**src/rtl/dpsram_rd_streamer.sv**
```systemverilog
// Read-side streamer for a dpsram port: turns an (addr, len) command into back-to-back SRAM reads
// and a valid/ready word stream with a last flag. Optional stall counter: DPSRAM_RD_STREAMER_PERF_EN.
module dpsram_rd_streamer #(
  parameter  int DATA_WIDTH = 32,
  parameter  int DATA_DEPTH = 1024,
  parameter  int BYTE_SIZE  = 32,
  parameter  int LEN_W      = 8,
  localparam int AW         = $clog2(DATA_DEPTH),
  localparam int WE_W       = DATA_WIDTH / BYTE_SIZE
) (
  input  logic                  clk,
  input  logic                  rst,
  input  logic                  cmd_valid_i,
  output logic                  cmd_ready_o,
  input  logic [AW-1:0]         cmd_addr_i,
  input  logic [LEN_W-1:0]      cmd_len_i,
  output logic                  sram_en_o,
  output logic [WE_W-1:0]       sram_we_o,
  output logic [AW-1:0]         sram_addr_o,
  input  logic [DATA_WIDTH-1:0] sram_rdata_i,
  output logic                  data_valid_o,
  input  logic                  data_ready_i,
  output logic [DATA_WIDTH-1:0] data_o,
  output logic                  data_last_o,
  output logic                  busy_o
`ifdef DPSRAM_RD_STREAMER_PERF_EN
  ,
  output logic [31:0]           stall_cnt_o
`endif
);

  // Handshakes: a transfer happens on a rising edge where valid and ready are both high;
  // valid never depends on ready, and data/last hold steady while valid waits for ready.
  typedef enum logic [1:0] {S_IDLE, S_RUN, S_DRAIN} state_t;

  state_t                  r_state;
  state_t                  w_state_nxt;
  logic [AW-1:0]           r_addr;
  logic [LEN_W-1:0]        r_remaining;
  logic                    r_inflight;
  logic                    r_inflight_last;
  logic [DATA_WIDTH-1:0]   r_fifo_data [2];
  logic [1:0]              r_fifo_last;
  logic                    r_rd_ptr;
  logic                    r_wr_ptr;
  logic [1:0]              r_cnt;

  logic                    w_cmd_hs;
  logic                    w_cmd_start;
  logic                    w_pop;
  logic                    w_push;
  logic                    w_issue;
  logic                    w_last_issue;
  logic                    w_drain_done;
  logic [2:0]              w_used;
  logic [AW-1:0]           w_addr_inc;

  assign w_cmd_hs     = cmd_valid_i && (r_state == S_IDLE);
  assign w_cmd_start  = w_cmd_hs && (cmd_len_i != '0);
  assign w_pop        = data_valid_o && data_ready_i;
  assign w_push       = r_inflight;

  // Credits: words already buffered plus the read in flight, less the one leaving this cycle.
  assign w_used       = {1'b0, r_cnt} + {2'b00, r_inflight} - {2'b00, w_pop};
  assign w_issue      = (r_state == S_RUN) && (w_used < 3'd2);
  assign w_last_issue = w_issue && (r_remaining == LEN_W'(1));

  // Leave DRAIN as soon as the final word is leaving, so busy drops right after it.
  assign w_drain_done = !r_inflight && (r_cnt == {1'b0, w_pop});

  assign w_addr_inc   = (r_addr == AW'(DATA_DEPTH - 1)) ? '0 : r_addr + AW'(1);

  always_comb begin
    w_state_nxt = r_state;
    case (r_state)
      S_IDLE:  if (w_cmd_start)  w_state_nxt = S_RUN;
      S_RUN:   if (w_last_issue) w_state_nxt = S_DRAIN;
      S_DRAIN: if (w_drain_done) w_state_nxt = S_IDLE;
      default: w_state_nxt = S_IDLE;
    endcase
  end

  always_ff @(posedge clk) begin
    if (rst) begin
      r_state         <= S_IDLE;
      r_addr          <= '0;
      r_remaining     <= '0;
      r_inflight      <= 1'b0;
      r_inflight_last <= 1'b0;
      for (int i = 0; i < 2; i++) r_fifo_data[i] <= '0;
      r_fifo_last     <= '0;
      r_rd_ptr        <= 1'b0;
      r_wr_ptr        <= 1'b0;
      r_cnt           <= '0;
    end else begin
      r_state <= w_state_nxt;

      if (w_cmd_start) begin
        r_addr      <= cmd_addr_i;
        r_remaining <= cmd_len_i;
      end else if (w_issue) begin
        r_addr      <= w_addr_inc;
        r_remaining <= r_remaining - LEN_W'(1);
      end

      r_inflight      <= w_issue;
      r_inflight_last <= w_last_issue;

      if (w_push) begin
        r_fifo_data[r_wr_ptr] <= sram_rdata_i;
        r_fifo_last[r_wr_ptr] <= r_inflight_last;
        r_wr_ptr              <= ~r_wr_ptr;
      end
      if (w_pop) r_rd_ptr <= ~r_rd_ptr;

      case ({w_push, w_pop})
        2'b10:   r_cnt <= r_cnt + 2'd1;
        2'b01:   r_cnt <= r_cnt - 2'd1;
        default: r_cnt <= r_cnt;
      endcase
    end
  end

  assign cmd_ready_o  = (r_state == S_IDLE);
  assign busy_o       = (r_state != S_IDLE);
  assign sram_en_o    = w_issue;
  assign sram_we_o    = '0;
  assign sram_addr_o  = r_addr;
  assign data_valid_o = (r_cnt != '0);
  assign data_o       = r_fifo_data[r_rd_ptr];
  assign data_last_o  = r_fifo_last[r_rd_ptr];

`ifdef DPSRAM_RD_STREAMER_PERF_EN
  logic [31:0] r_stall_cnt;

  always_ff @(posedge clk) begin
    if (rst) begin
      r_stall_cnt <= '0;
    end else if (data_valid_o && !data_ready_i && (r_stall_cnt != 32'hFFFF_FFFF)) begin
      r_stall_cnt <= r_stall_cnt + 32'd1;
    end
  end

  assign stall_cnt_o = r_stall_cnt;
`endif

endmodule

```
**config.mk**
```make
export PLATFORM = sky130hd
export DESIGN_NAME = dpsram_rd_streamer
export DESIGN_NICKNAME = d
export VERILOG_FILES = /design/src/rtl/dpsram_rd_streamer.sv
export SDC_FILE = /design/constraint.sdc
export NUM_CORES = 1
export LEC_CHECK = 0
export BUFFER_PORTS_ARGS = -buffer_cell sky130_fd_sc_hd__buf_2
export CORE_ASPECT_RATIO = 1.5
export CORE_MARGIN = 3
export CORE_UTILIZATION = 42
export DETAILED_ROUTE_END_ITERATION = 10
export PLACE_DENSITY = 0.75
export SLEW_MARGIN = 20
export SYNTH_ARGS = -nofsm -noshare
export SYNTH_HDL_FRONTEND = slang
export SYNTH_SLANG_ARGS = --single-unit
```
**constraint.sdc**
```tcl
create_clock -name clk -period 3.4 [get_ports clk]
set_clock_uncertainty 0.15 [all_clocks]
set_input_delay 0.68 -clock clk [delete_from_list [all_inputs] [get_ports clk]]
set_output_delay 0.68 -clock clk [all_outputs]
set_load 0.1 [all_outputs]
```
==> summary.txt <==
CTS Root Cell - clkbuf_16
Design area - 5455 µm²
Dpl hpwl - 6.370 mm
CTS Sinks - 93
Final setup vio count - 0
Critical Path End Type - output pin
Final hold vios - 0
Seq/Total Area, Yosys - 0.5635
Die area - 11870 µm²
Initial DRC count - 112
FFs w/ async S/R, synth - 0
Top FF cell, synth - edfxtp_1
Worst-Skew Late Latency - 0.33 ns
Pins Over Slew Limit - 0
Most frequent cells in the layout - 99 x buf_2, 64 x and2_1, 64 x edfxtp_1
Least-Margin Pin Slew - 0.5295 ns
Core area - 10250 µm²
Detailed Routing Iterations Pass 1 - 4
Met2 WL - 4.970 mm
Layout overhead on the synthesized area - 22.85%
Clk buf depth - 2
FF+latch count, synth - 93
Fmax - 0.3015 GHz
Post-Synthesis Cells - 371
WL/cell - 15.12 µm
Crit Path Class - flip-flop to output pin
Hold Path Class - flip-flop to flip-flop
Fill count - 900
Placed standard-cell area - 5100 µm²
Clock input transition at the sequential cells of the worst setup and hold paths - 0.06 ns
DP Cell Count - 604
Avg Cell Area, Syn - 11.97 µm²
Synth Area in Compound Gates - 0.07326
Layout cells sized above 1 - 0.3784
CP Launch Type - flip-flop
Final Power - 4.284 mW
CTS buffer count - 9
Peak supply drop - 0.6003 mV
Finished Layout Cells - 622
I/O Buffers - 100
Row count - 45
Synth Net Count - 431
Max Used Layer - met5
Post-synthesis adder-cell area fraction - 0.01860
RD Place Congestion - 0.8276
Die height - 131.9 µm
Unique masters post-synth - 53
Most common cell after layout, fill and taps aside - buf_2
Met1 wire length - 3.592 mm
Max-cap check violation count - 0
HP Start - r_inflight_last$_SDFF_PP0_
First-pass GRT wire length - 15.66 mm
Initial Util - 0.4333
Status - finished, final reports clean
DRC viols - 0
CP startpoint - r_cnt[1]$_SDFFE_PP0P_
Slowest Stage Delay on Critical Path - 0.53 ns
Simple-Gate Fraction of Synth Area - 0.2071
Syn Std Cell Area - 4441 µm²
Final nets - 537
Die Wd - 89.96 µm
Vias - 3261
Largest net degree at the start of global routing - 34
LEAKAGE - 2.229 nW
Vias in the first global route - 3286
Detailed Route WL - 9.403 mm
Normalized max-slew margin - 0.6457
CP max stage cell - fa_1
Total Routing Usage GR - 0.1630
Power Dens Cells - 785.2 nW/µm²
Vias per cell - 5.243
WL met3 - 662 µm
CP arrival - 2.49 ns
Post-synthesis mux area share - 0.08115
Combinational family with the most area after synthesis - simple AND/OR/NAND/NOR gates
Htree depth - 3
Worst Path Required - 2.57 ns
Worst path cell trace - or2_4, and2_4, ha_4, nand2b_4, fa_1, and3b_2, nand2_2, inv_2, buf_12
TritonCTS clock tree - yes
Fin crit share - 0.9754
FF-to-FF Start - r_cnt[1]$_SDFFE_PP0P_
Synth warnings - 0
IO Pins - 102
Post-route ant nets - 0
Diodes inserted - 0
Initial antenna violation count - 1
Period minus WS final - 3.316 ns
Post-synth EDFFs - 64
Total grt overflow - 0
XOR/XNOR Fraction of Synth Area - 0.01747
Crit Path Max Fanout - 3
CTS Hold Bufs - 0
[logic make-up (layout without fill, tap and decap cells)]
group	after synthesis	after routing
multiplexers	32	32
XOR/XNOR	8	8
flip-flops	93	93
AND/OR/NAND/NOR	156	156
adder cells (fa/ha/maj)	6	6
other	1	1
AO/OA/AOI/OAI	46	46
buffers and inverters	29	139
[registers in the layout, indices dropped and copies added, names as in the netlist, named ones only]
signal	flops
r_remaining	8
r_wr_ptr	1
r_rd_ptr	1
r_inflight	1
r_inflight_last	1
sram_addr_o	10
r_fifo_data	64
r_fifo_last	2
r_state	2
r_cnt	2
[final timing paths]
path / endpoint / slack [ns] / cells after the start
max reg2reg: r_remaining[7]$_SDFFE_PP0P_ / 0.41 / 11
min reg2reg: r_fifo_last[0]$_SDFFE_PP0P_ / 0.31 / 2
max: sram_en_o / 0.08 / 9
min: r_fifo_last[0]$_SDFFE_PP0P_ / 0.31 / 2
[power by group]
part | internal, mW | leakage [nW] | switching [mW]
sequential | 1.35 | 0.904 | 0.0858
clock | 0.636 | 0.146 | 0.387
combinational | 0.460 | 1.18 | 1.36
total | 2.45 | 2.23 | 1.84
[Yosys cell counts (5+ instances only)]
master | n | area share
and2_1 | 65 | 0.092
edfxtp_1 | 64 | 0.43
mux2_2 | 32 | 0.081
dfxtp_1 | 29 | 0.13
nand2_1 | 20 | 0.017
nand3_1 | 19 | 0.021
a31oi_1 | 13 | 0.018
nor2_1 | 12 | 0.010
inv_1 | 10 | 0.0085
clkbuf_1 | 8 | 0.0068
a21oi_1 | 7 | 0.0079
ha_1 | 5 | 0.014
nand3b_1 | 5 | 0.0085
nor3_1 | 5 | 0.0056
o21ai_0 | 5 | 0.0056
xnor2_1 | 5 | 0.0099
[cell type report]
class / instances / area, µm² / area share
Clock buffer: 10 / 229.0 / 0.04197
Clock inverter: 5 / 76.32 / 0.01399
Inverter: 10 / 37.54 / 0.006881
Multi-Input combinational cell: 249 / 1808 / 0.3314
Sequential cell: 93 / 2507 / 0.4596
Tap cell: 141 / 176.4 / 0.03234
Timing Repair Buffer: 114 / 620.6 / 0.1138
[critical path: cells and delay by family (launching register included)]
kind / cells / cell delay (ns)
fa+ha+maj: 2 / 0.74
buf+inv: 2 / 0.25
flops: 1 / 0.34
simple gates: 5 / 0.82
[metrics by stage]
step,hold WS (ns),utilization,TNS [ns],worst slack (ns)
finish,0.3149,0.5324,0,0.08357
global route,0.3439,0.5324,-0.0007596,-0.0007596
CTS,0.3178,0.5322,0,0.07420
detailed placement,0.2972,0.4977,0,0.1239
global placement,0.2902,0.4977,0,0.1364
floorplan,0.2749,-,0,0.01846
[per-layer routing]
metal  GRT usage  vias to the layer above
met5           0                        -
met4     0.05622                        2
met3     0.04397                       16
met2      0.2977                      126
met1      0.1820                     1557
li1            -                     1560
[repair_timing]
item	4_1_cts	5_1_grt
pin swaps	1	0
setup buffers	3	0
endpoints found under the hold margin	0	0
gates resized for setup	5	1
setup endpoints to repair	1	1
Power figures use the tool's default switching activity.
